===== src/rtl/spi_controller.sv =====
// Single-write SPI master: 16-bit mode-0 frames, MSB first, launched from a valid/ready port.
// SCLK runs at clk/(2*CLK_DIV); each phase is CLK_DIV cycles so a 2-flop synchroniser can follow.
module spi_controller #(
    parameter int CLK_DIV = 4,
    parameter int CS_GAP  = 4
) (
    input  logic       clk,
    input  logic       rst,
    input  logic       cmd_valid,
    output logic       cmd_ready,
    input  logic       cmd_write,
    input  logic [6:0] cmd_addr,
    input  logic [7:0] cmd_data,
    output logic       busy,
    output logic       done,
    output logic       nCS,
    output logic       SCLK,
    output logic       COPI
);

    generate
        if (CLK_DIV < 4 || CS_GAP < 4) begin : g_bad_params
            $error("spi_controller: CLK_DIV and CS_GAP must both be >= 4");
        end
    endgenerate

    localparam int DW = $clog2(CLK_DIV);
    localparam int GW = $clog2(CS_GAP);

    localparam logic [2:0] S_IDLE  = 3'd0;
    localparam logic [2:0] S_SETUP = 3'd1;
    localparam logic [2:0] S_HIGH  = 3'd2;
    localparam logic [2:0] S_LOW   = 3'd3;
    localparam logic [2:0] S_HOLD  = 3'd4;
    localparam logic [2:0] S_GAP   = 3'd5;

    logic [2:0]    state_q, state_d;
    logic [DW-1:0] div_q, div_d;
    logic [3:0]    bit_q, bit_d;
    logic [GW-1:0] gap_q, gap_d;
    logic [15:0]   shift_q, shift_d;
    logic          ncs_q, sclk_q, copi_q, ready_q, busy_q, done_q;
    logic          div_last;

    assign div_last = (div_q == DW'(CLK_DIV - 1));

    always_comb begin
        state_d = state_q;
        div_d   = div_q;
        bit_d   = bit_q;
        gap_d   = gap_q;
        shift_d = shift_q;
        case (state_q)
            S_IDLE: begin
                if (cmd_valid) begin
                    shift_d = {cmd_write, cmd_addr, cmd_data};
                    bit_d   = 4'd0;
                    div_d   = '0;
                    state_d = S_SETUP;
                end
            end
            S_SETUP, S_LOW, S_HOLD: begin
                if (div_last) begin
                    div_d   = '0;
                    gap_d   = '0;
                    state_d = (state_q == S_HOLD) ? S_GAP : S_HIGH;
                end else begin
                    div_d = div_q + 1'b1;
                end
            end
            S_HIGH: begin
                if (div_last) begin
                    div_d = '0;
                    if (bit_q == 4'd15) begin
                        state_d = S_HOLD;
                    end else begin
                        // Shift at the end of HIGH so COPI moves with the falling edge.
                        shift_d = {shift_q[14:0], 1'b0};
                        bit_d   = bit_q + 4'd1;
                        state_d = S_LOW;
                    end
                end else begin
                    div_d = div_q + 1'b1;
                end
            end
            S_GAP: begin
                if (gap_q == GW'(CS_GAP - 1)) begin
                    gap_d   = '0;
                    state_d = S_IDLE;
                end else begin
                    gap_d = gap_q + 1'b1;
                end
            end
            default: state_d = S_IDLE;
        endcase
    end

    // Outputs are registered from the next state so they line up with the state register.
    always_ff @(posedge clk) begin
        if (rst) begin
            state_q <= S_IDLE;
            div_q   <= '0;
            bit_q   <= '0;
            gap_q   <= '0;
            shift_q <= '0;
            ncs_q   <= 1'b1;
            sclk_q  <= 1'b0;
            copi_q  <= 1'b0;
            ready_q <= 1'b1;
            busy_q  <= 1'b0;
            done_q  <= 1'b0;
        end else begin
            state_q <= state_d;
            div_q   <= div_d;
            bit_q   <= bit_d;
            gap_q   <= gap_d;
            shift_q <= shift_d;
            ncs_q   <= !(state_d inside {S_SETUP, S_HIGH, S_LOW, S_HOLD});
            sclk_q  <= (state_d == S_HIGH);
            copi_q  <= (state_d == S_IDLE || state_d == S_GAP) ? 1'b0 : shift_d[15];
            ready_q <= (state_d == S_IDLE);
            busy_q  <= (state_d != S_IDLE);
            done_q  <= (state_q == S_GAP) && (state_d == S_IDLE);
        end
    end

    assign nCS       = ncs_q;
    assign SCLK      = sclk_q;
    assign COPI      = copi_q;
    assign cmd_ready = ready_q;
    assign busy      = busy_q;
    assign done      = done_q;

endmodule

===== config.mk =====
export PLATFORM = sky130hd
export DESIGN_NAME = spi_controller
export DESIGN_NICKNAME = d
export VERILOG_FILES = /design/src/rtl/spi_controller.sv
export SDC_FILE = /design/constraint.sdc
export NUM_CORES = 1
export LEC_CHECK = 0
export ABC_AREA = 1
export CORE_ASPECT_RATIO = 1.1
export CORE_MARGIN = 3
export CORE_UTILIZATION = 40
export CTS_CLUSTER_DIAMETER = 60
export CTS_CLUSTER_SIZE = 40
export DETAILED_ROUTE_END_ITERATION = 8
export PLACE_DENSITY = 0.65
export SLEW_MARGIN = 20
export SYNTH_ARGS = -nofsm -noshare
export SYNTH_HDL_FRONTEND = slang
export SYNTH_SLANG_ARGS = --single-unit

===== constraint.sdc =====
create_clock -name clk -period 1.5 [get_ports clk]
set_input_delay 0.3 -clock clk [delete_from_list [all_inputs] [get_ports clk]]
set_output_delay 0.3 -clock clk [all_outputs]
set_load 0.005 [all_outputs]

After elaboration in Yosys (flattened, before gate mapping) --
Cells that the tools add are included.
Cells by class: add/sub/neg operators 3, eq/ne operators 17, muxes and demuxes 21, reductions and logical operators 16
Operators by type and width (count):
- 16-bit two-way mux | 3
- 16-bit case mux with 2 select lines | 1
- 3-bit two-way mux | 6
- 3-bit by 2-bit equality test with 1-bit output, second input constant | 4
- 3-bit equality test, second input constant | 4
- 4-bit two-way mux | 3
- 3-bit case mux with 4 select lines | 1
- 2-bit two-way mux | 4
- 2-bit inequality test, second input constant | 4
- 2-bit case mux with 2 select lines | 2
- 4-bit case mux with 2 select lines | 1
- 3-bit by 1-bit equality test with 1-bit output, second input constant | 2
- 3-bit logical NOT | 2
- 2-bit nonzero test | 3
- 2-bit by 1-bit adder with 2-bit output, second input constant | 2
- 4-bit by 1-bit adder with 4-bit output, second input constant | 1
- 2-bit equality test, second input constant | 2
- 4-bit equality test, second input constant | 1
- 2-bit AND reduction | 2
- 4-bit AND reduction | 1
- 4-bit nonzero test | 1
- 4-bit OR reduction | 1
- 3-bit nonzero test | 1
- 3-bit OR reduction | 1
- 4 further kinds | 4
Word-level totals: flip-flop bits (word level) 33, input port bits 19, output and inout port bits 6, logic and storage cells 69

Depth between registers and ports, before layout --
Gate-level depths: netlist of the first run.
word-level depth 7, mapped depth 11, depth with buffers taken out 11

Worst setup path before layout of the first run --
Ideal clock, no wire load.
path kind flip-flop to flip-flop, start reg div_q[0], end reg busy_q, in the netlist busy, setup time 0.110 ns, arrival 1.288 ns, path slack 0.102 ns, cell stages (with the launch flop) 11, buffers on the path 0, period minus slack after synthesis 1.398 ns, path through dfxtp_1 > ha_1 > inv_2 > nand2_1 > nand2_1 > nand2_1 > nand3_1 > nor2_2 > nand3_2 > nand2_1 > inv_1
Between the ends: word-level cells in the longest chain between the ends 4, elaborated cells between the ends (all ways) 5, those cells by class eq/ne (1); mux (3); reduce/logical (1)
RTL lines:
- start, declared | line 38 | logic [DW-1:0] div_q, div_d;
- start signal, assigned | line 114 | div_q <= div_d;
- 2-bit equality test * | line 45 | assign div_last = (div_q == DW'(CLK_DIV - 1));
- 3-bit two-way mux, on equally long branches | line 72, 63
- 3-bit case mux with 4 select lines * | line 53 | case (state_q)
- 3-bit nonzero test * | line 122 | busy_q <= (state_d != S_IDLE);
- end signal, assigned | line 122
- end, declared | line 42 | logic ncs_q, sclk_q, copi_q, ready_q, busy_q, done_q;
Every way passes the cells marked *; elsewhere a longest branch is shown, timed or not. A chain may end at the register's enable or synchronous reset.

Worst setup path after layout of the first run --
start reg ready_q, in the netlist cmd_ready, end out cmd_ready
RTL lines:
- start, declared | line 42
- start signal, assigned | line 121 | ready_q <= (state_d == S_IDLE);
- end, declared | line 10 | output logic cmd_ready,
No word-level cell between the ends.

==> results of run 1 <==
-- placed cells by master, fill, tap and decap left out --
cell	instances
a21oi_1	23
o21bai_1	2
nand3b_1	1
nand3_4	2
nand2_1	44
dlymetal6s2s_1	1
nor2_1	11
o21ai_0	2
buf_12	3
a22oi_1	14
bufinv_16	1
nand2_2	2
ha_4	1
clkbuf_1	1
dfxtp_2	4
clkbuf_4	5
inv_1	14
nand3_1	9
nand3_2	5
dfxtp_1	29
clkinv_2	1
inv_2	3
nand2_8	1
clkbuf_8	1
a21oi_2	1
nand2_4	1
clkdlybuf4s50_1	23
nor4_1	1
nor2_4	2
ha_1	2
o211a_1	1
nor2_8	1
buf_4	17
nor2_2	1
nor3_1	2
-- sequential cells by signal (all words and copies together) (netlist names) --
signal,count
cmd_ready,1
bit_q,4
div_q,2
busy,1
state_q,3
SCLK,1
COPI,1
nCS,1
shift_q,16
gap_q,2
done,1
-- through the flow --
step | hold slack, ns | setup slack (ns) | instance area, um2 | TNS (ns) | total power [mW]
after floorplan | 0.368 | 0.102 | 1490 | 0 | 1.09
after global placement | 0.443 | -0.0882 | 1920 | -0.526 | 1.20
after detailed placement | 0.457 | -0.127 | 1920 | -1.13 | 1.20
after CTS | 0.473 | 0.00472 | 2010 | 0 | 1.89
after global routing | 0.495 | -0.0414 | 2080 | -0.128 | 1.99
final | 0.470 | 0.0627 | 2080 | 0 | 1.89
-- area by class of cell --
type | instances | area share [%]
multi-input combinational | 129 | 36.9
clock inverter | 1 | 1.45
sequential | 33 | 32.0
clock buffer | 7 | 2.65
timing repair buffer | 44 | 20.7
tap | 48 | 2.89
inverter | 18 | 3.31
-- worst max path at each step --
stage	from	end	cells past startpoint
2_1_floorplan	div_q[0]	busy	10
3_3_place_gp	cmd_valid	bit_q[3]	8
3_5_place_dp	cmd_valid	bit_q[3]	8
4_1_cts	div_q[0]	busy	10
5_1_grt	div_q[1]	COPI	10
6_report	cmd_ready	cmd_ready	1
-- cells by family after synthesis --
logic type,Yosys count,share of synthesized area [%]
AND/OR/NAND/NOR,83,27.7
buffers and inverters,24,7.58
AO/OA/AOI/OAI,43,17.8
adder cells (fa/ha/maj),3,2.53
flip-flops,33,44.4
-- routing by layer --
metal / global-route usage [%] / vias up / share of wire, %
li1: - / 712 / -
met4: 7.98 / 0 / 2.2
met2: 26.4 / 57 / 49
met1: 20.9 / 663 / 43
met5: 0 / - / 0
met3: 5.14 / 9 / 6.2
-- where the power goes --
part / switching (mW) / internal (mW)
Combinational: 0.125 / 0.137
Sequential: 0.0238 / 0.920
Clock: 0.287 / 0.398
-- timing repair --
action	4_1_cts	5_1_grt
endpoints found under the hold margin	0	0
endpoints found under the setup margin	0	25
resized for setup	0	18
buffers inserted	0	1
==> reports/metrics.yaml, run 1 <==
grt_overflow: 0
fp.dieArea_um2: 4480
cts_tree: "built"
maxSlewViolCount: 0
die_h_um: 69.9
worstPathRequired_ns: 1.20
async_flop_share_pct: 0
cap_violations: 0
crit_arrival_ns: 1.14
yosys-top-cells-count: "nand2_1, dfxtp_1, a21oi_1"
cts_sinks: 33
slew_headroom_pct: 80.9
die_width_um: 64.1
finalNetCount: 253
yosysMostFrequentCell: "nand2_1"
startpoint_type: "flip-flop"
antenna_found_initial: 0
synth_warnings: 0
coreArea_um2: 3440
gp_congestion: 0.951
via_count: 1441
start_util_pct: 43.2
syn-num-nets: 208
grt_pass1_vias: 1363
cts_root_buf: "clkbuf_4"
worst_setup_path_end_kind: "output port"
hold_start: "shift_q[13]"
clkTransAtPathRegs_ns: 0.10
yosys.area.top_type: "dfxtp_1"
fillers: 319
routed_wl_um: 3520
dp_hpwl_um: 2480
cts_max_path_buffers: 2
fmax_ghz: 0.696
drt_iter0_markers: 76
criticalPathCategory: "flip-flop to output port"
ff_latch_area_um2: 666
yosysTopAreaCellShare_pct: 44.4
p_leak_nw: 0.884
ys_ff_latch: 33
hold_violations: 0
gr-usage-all-layers_pct: 16.8
max-vdd-ir-drop_mv: 0.569
synth_area_um2: 1490
rows: 22
worstHoldPathType: "flip-flop to flip-flop"
r2r-end: "shift_q[3]"
clock_latency_ns: 0.33
final_cell_count_no_fill: 280
synth_area_leaders: "dfxtp_1, nand2_1, a21oi_1"
worstPathMaxFanout: 1
ys.flop_type: "dfxtp_1"
synth_cells: 186
power_density_nw_per_um2: 910
regToRegSetupSlack_ns: 0.08
finalCritPeriodShare_pct: 95.8
grt_pass1_wl_um: 5950
finalCriticalPeriod_ns: 1.44
synth_edf_count: 0
max_stage_delay_ns: 0.49
clock_skew_ns: 0.0103
portBuffers: 24
cp_num_buf_inv: 1
crit_chain: "clkdlybuf4s50_1"
finalSetupViolCount: 0
r2r_start: "bit_q[0]"
syn_to_final_growth_pct: 39.7
critPathTopFamily: "buffers and inverters"
worst_slew_pin_slew_ns: 0.285
drt_first_pass_iters: 4
whs_path_depth: 2
multi_input_area_um2: 767
grt_max_degree: 19
post_drt_wl_per_cell_um: 12.6
syn_avg_cell_area_um2: 7.99
seq_area_frac_synth_pct: 44.4
antenna_left: 0
whs_endpoint: "shift_q[13]"
diodes: 0
crit_slowest_cell: "clkdlybuf4s50_1"
cts_made_buffers: 5
final_layout_size_suffix_gt1_share_pct: 22.4
holdBufCountCts: 0
io_pins: 25
status: "finished, final reports clean"
yosys.cell_types.count: 26
fin_util_pct: 60.4
vias_per_cell: 5.15
cts_max_level: 2
place_inst: 271
reg2reg_depth: 7
drcViolationCount: 0
No activity file was read; power rests on OpenSTA's default activity.
==> run 2: changes to the inputs <==
--- a/config.mk
+++ b/config.mk
@@ -9,11 +9,11 @@
 export CORE_ASPECT_RATIO = 1.1
 export CORE_MARGIN = 3
 export CORE_UTILIZATION = 40
-export CTS_CLUSTER_DIAMETER = 60
 export CTS_CLUSTER_SIZE = 40
 export DETAILED_ROUTE_END_ITERATION = 8
 export PLACE_DENSITY = 0.65
-export SLEW_MARGIN = 20
+export SLEW_MARGIN = 0
 export SYNTH_ARGS = -nofsm -noshare
 export SYNTH_HDL_FRONTEND = slang
 export SYNTH_SLANG_ARGS = --single-unit
+export TNS_END_PERCENT = 10
==> run 2 against run 1 <==
Effect of this change:
- cell area barely moved
- via count unchanged
- final cell count unchanged
- die area is the same
- first-iteration DRC count unchanged
- critical path depth is the same
- largest power group unchanged
==> reports/metrics.yaml, run 2 (synthesis gave the netlist of run 1 again) <==
cts_tree: "built"
largest-register: "shift_q"
io_pins: 25
cts_sinks: 33
cts_root_buf: "clkbuf_4"
place_ws_ns: -0.127
final_common_cell: "nand2_1"
cts_made_buffers: 5
clkPwrFrac_pct: 36.2
fmax_ghz: 0.696
final_layout_size_suffix_gt1_share_pct: 22.0
via_count: 1441
power_density_nw_per_um2: 911
finalCritPeriodShare_pct: 95.8
whs_endpoint: "shift_q[13]"
final_cell_mix: "nand2_1, dfxtp_1, a21oi_1, clkdlybuf4s50_1, buf_4"
r2r-end: "shift_q[3]"
slew_headroom_pct: 80.9
rows: 22
cap_violations: 0
crit_arrival_ns: 1.14
criticalPathCategory: "flip-flop to output port"
routed_wl_um: 3520
grt_pass1_wl_um: 5950
cp_num_buf_inv: 1
gp_congestion: 0.951
r2r_start: "bit_q[0]"
swShare_pct: 23.0
cts_max_path_buffers: 2
largest_reg_flops: 16
status: "finished, final reports clean"
worst_slack_ns: 0.0627
worstHoldPathType: "flip-flop to flip-flop"
fp.dieArea_um2: 4480
vias_per_cell: 5.15
finalNetCount: 253
hold_start: "shift_q[13]"
grt_setup_unrepaired: "yes"
finalSetupViolCount: 0
crit_slowest_cell: "clkdlybuf4s50_1"
p_seq_share_pct: 49.9
grt_max_degree: 19
critPathTopFamily: "buffers and inverters"
p_comb_share_pct: 13.9
finalCriticalPeriod_ns: 1.44
p_int_mw: 1.46
die_width_um: 64.1
reg2reg_depth: 7
final_cell_count_no_fill: 280
clkTransAtPathRegs_ns: 0.10
maxSlewViolCount: 0
hold_violations: 0
clock_latency_ns: 0.33
post_drt_wl_per_cell_um: 12.6
place_inst: 271
drcViolationCount: 0
worstPathMaxFanout: 1
p_leak_nw: 0.884
max-vdd-ir-drop_mv: 0.569
holdBufCountCts: 0
worstPathRequired_ns: 1.20
antenna_found_initial: 0
drt_first_pass_iters: 4
syn_to_final_growth_pct: 39.6
die_h_um: 69.9
worst_slew_pin_slew_ns: 0.285
dp_hpwl_um: 2480
grt_pass1_vias: 1363
crit_chain: "clkdlybuf4s50_1"
clock_skew_ns: 0.0103
antenna_left: 0
coreArea_um2: 3440
cts_max_level: 2
drt_iter0_markers: 76
start_util_pct: 43.2
portBuffers: 24
worst_setup_path_end_kind: "output port"
diodes: 0
whs_path_depth: 2
max_stage_delay_ns: 0.49
grt_overflow: 0
reg.largest.list: "shift_q (16), bit_q (4), state_q (3)"
startpoint_type: "flip-flop"
regToRegSetupSlack_ns: 0.08
p_switching_uw: 436
gr-usage-all-layers_pct: 16.8
[run 2: cell counts in the layout (fill, tap and decap cells not counted)]
Identical to the previous run, type by type.
[run 2: layout make-up]
type,instances,area [um2]
tap,48,60.1
sequential,33,664
multi-input combinational,129,767
timing repair buffer,44,430
clock inverter,1,30.0
fill,319,1370
inverter,18,68.8
clock buffer,7,55.1
[run 2: how the worst max path moves through the flow]
stage                   start         to  slack [ns]  cells after the start
global route         div_q[1]       COPI       -0.04                     10
global placement    cmd_valid   bit_q[3]       -0.09                      8
CTS                  div_q[0]       busy       0.005                     10
detailed placement  cmd_valid   bit_q[3]       -0.13                      8
finish              cmd_ready  cmd_ready        0.06                      1
floorplan            div_q[0]       busy        0.10                     10
[run 2: timing repair]
| action | CTS | global route |
|---|---|---|
| resized for setup | 0 | 17 |
| buffers inserted | 0 | 1 |
| setup endpoints to repair | 0 | 25 |
| hold endpoints to repair | 0 | 0 |
[run 2: power by group through the flow]
stage                     Clock [mW]  Sequential (mW)  Combinational [mW]
after floorplan                    0            0.957               0.133
after global placement             0            0.959               0.238
after detailed placement           0            0.961               0.244
after CTS                      0.704            0.941               0.246
after global routing           0.752            0.949               0.290
final                          0.685            0.944               0.262
[run 2: per-layer routing]
layer  part of all wire [%]  routed length, um  vias up  track usage [%]
met5                      0                  0        -                0
met4                    2.2                 79        0             7.98
met3                    6.2                218        9             5.14
met2                     49               1730       57             26.4
met1                     43               1500      663             20.9
li1                       -                  -      712                -
[run 2: metrics by stage]
| step | area [um2] | util (%) | power [mW] | hold WS, ns | TNS, ns |
|---|---|---|---|---|---|
| finish | 2080 | 60.3 | 1.89 | 0.470 | 0 |
| global route | 2080 | 60.3 | 1.99 | 0.495 | -0.128 |
| CTS | 2010 | 58.3 | 1.89 | 0.473 | 0 |
| detailed placement | 1920 | 55.9 | 1.20 | 0.457 | -1.13 |
| global placement | 1920 | 55.9 | 1.20 | 0.443 | -0.526 |
| floorplan | 1490 | - | 1.09 | 0.368 | 0 |
==> run 3: changes to the inputs <==
--- a/config.mk
+++ b/config.mk
@@ -11,7 +11,7 @@
 export CORE_UTILIZATION = 40
 export CTS_CLUSTER_SIZE = 40
 export DETAILED_ROUTE_END_ITERATION = 8
-export PLACE_DENSITY = 0.65
+export DONT_BUFFER_PORTS = 1
 export SLEW_MARGIN = 0
 export SYNTH_ARGS = -nofsm -noshare
 export SYNTH_HDL_FRONTEND = slang
==> run 3 against run 2 <==
Effect of this change:
- via count fell by 14%
- cell area shrank 19%
- clock power down 26%
- power down 15%
- register-to-register slack gained 0.02 ns
- sequential power about the same
- global-route usage decreased by 2.3 points
- setup slack better by 0.032 ns
- clock-buffer cell count is the same
- critical endpoint is now bit_q[3]
==> reports/metrics.yaml, run 3 (synthesis gave the netlist of run 1 again) <==
clkPwrFrac_pct: 31.4
p_comb_share_pct: 10.0
finalCritPeriodShare_pct: 93.7
worstPathRequired_ns: 1.77
clock_skew_ns: 0.00801
clkTransAtPathRegs_ns: 0.10
largest_reg_flops: 16
coreArea_um2: 3440
finalNetCount: 217
antenna_found_initial: 0
grt_pass1_wl_um: 5140
placed_area_um2: 1550
worstPathMaxFanout: 18
gr-usage-all-layers_pct: 14.6
via_count: 1245
drt_first_pass_iters: 4
largest-register: "shift_q"
reg.largest.list: "shift_q (16), bit_q (4), state_q (3)"
p_switching_uw: 406
worst_slack_ns: 0.0951
rows: 22
finalCriticalPeriod_ns: 1.40
grt_overflow: 0
hold_violations: 0
clock_latency_ns: 0.34
maxSlewViolCount: 0
finalSetupViolCount: 0
gp_congestion: 0.827
io_pins: 25
cap_violations: 0
cts_root_buf: "clkbuf_4"
swShare_pct: 25.2
final_layout_size_suffix_gt1_share_pct: 21.0
p_seq_share_pct: 58.6
grt_setup_unrepaired: "yes"
syn_to_final_growth_pct: 13.8
p_int_mw: 1.21
diodes: 0
drcViolationCount: 0
status: "finished, final reports clean"
max-vdd-ir-drop_mv: 0.576
die_width_um: 64.1
p_leak_nw: 0.690
finalPower_mw: 1.61
cts_max_path_buffers: 2
worst_slew_pin_slew_ns: 0.284
criticalPathCategory: "flip-flop to flip-flop"
slew_headroom_pct: 80.9
antenna_left: 0
worst_setup_path_end_kind: "flip-flop"
portBuffers: 0
place_ws_ns: -0.0190
final_common_cell: "nand2_1"
cts_sinks: 33
grt_max_degree: 25
start_util_pct: 43.2
grt_pass1_vias: 1211
post_drt_wl_per_cell_um: 13.4
cts_max_level: 2
cts_tree: "built"
die_h_um: 69.9
vias_per_cell: 5.12
final_cell_mix: "nand2_1, dfxtp_1, a21oi_1, a22oi_1, inv_1"
crit_arrival_ns: 1.68
drt_iter0_markers: 39
fin_tns_setup_ns: 0
startpoint_type: "flip-flop"
dp_hpwl_um: 2160
fp.dieArea_um2: 4480
routed_wl_um: 3250
cts_made_buffers: 5
worstHoldPathType: "input port to flip-flop"
design_area_um2: 1690
power_density_nw_per_um2: 954
fmax_ghz: 0.712
==> run 3: cell types whose count changed in the layout (fill, tap and decap cells not counted), moves of 2 or more <==
cell	change
clkdlybuf4s50_1	-23
buf_4	-11
dfxtp_1	-3
buf_12	-2
dfxtp_2	+2
==> run 3: final cells by class <==
class / count / area (um2)
repair buffers: 8 / 75.1
well taps: 48 / 60.1
multi-input cells: 129 / 763
clock buffers: 7 / 55.1
flip-flops and latches: 33 / 671
fillers: 345 / 1750
inverters: 18 / 67.6
==> run 3: routing by layer <==
| metal | routed length [um] | track usage (%) | vias up |
|---|---|---|---|
| met1 | 1420 | 16.3 | 564 |
| met5 | 0 | 0 | - |
| met4 | 52 | 6.10 | 0 |
| li1 | - | - | 640 |
| met3 | 219 | 6.27 | 6 |
| met2 | 1550 | 24.0 | 35 |
==> run 3: per-stage QoR <==
stage                     util (%)  hold WS (ns)  std cells
after global placement        45.1         0.374        233
after detailed placement      45.1         0.376        233
after global routing          49.2       0.00269        243
after floorplan                  -         0.368        186
final                         49.2        0.0118        243
after CTS                     46.8        0.0121        240
==> run 3: path summary, 6_finish.rpt <==
| path | startpoint | to | slack (ns) | depth (start not counted) |
|---|---|---|---|---|
| worst min register to register | shift_q[3] | shift_q[3] | 0.47 | 2 |
| worst max register to register | bit_q[0] | bit_q[3] | 0.1 | 8 |
| worst max-delay path | bit_q[0] | bit_q[3] | 0.1 | 8 |
| worst min-delay path | rst | state_q[1] | 0.01 | 1 |
==> run 3: worst max-delay path, cell delays in order, from the launching register on <==
cell	delay, ns
dfxtp_1	0.33
ha_1	0.22
nand3_2	0.12
nand3_1	0.12
nand2_2	0.16
nand2_8	0.11
o21bai_1	0.14
nand2_1	0.06
nor2_1	0.08
==> run 3: what timing repair did <==
item | 4_1_cts | 5_1_grt
setup buffers | 0 | 2
resized for setup | 1 | 17
endpoints found under the setup margin | 4 | 21
hold endpoints to repair | 0 | 1
pin swaps | 0 | 6
hold buffers | 0 | 1
==> run 3: power by group through the flow <==
stage | Sequential, mW | Combinational, mW | Clock, mW
global placement | 0.962 | 0.137 | 0
global route | 0.951 | 0.186 | 0.553
finish | 0.945 | 0.162 | 0.507
CTS | 0.943 | 0.144 | 0.518
detailed placement | 0.963 | 0.143 | 0
floorplan | 0.957 | 0.133 | 0
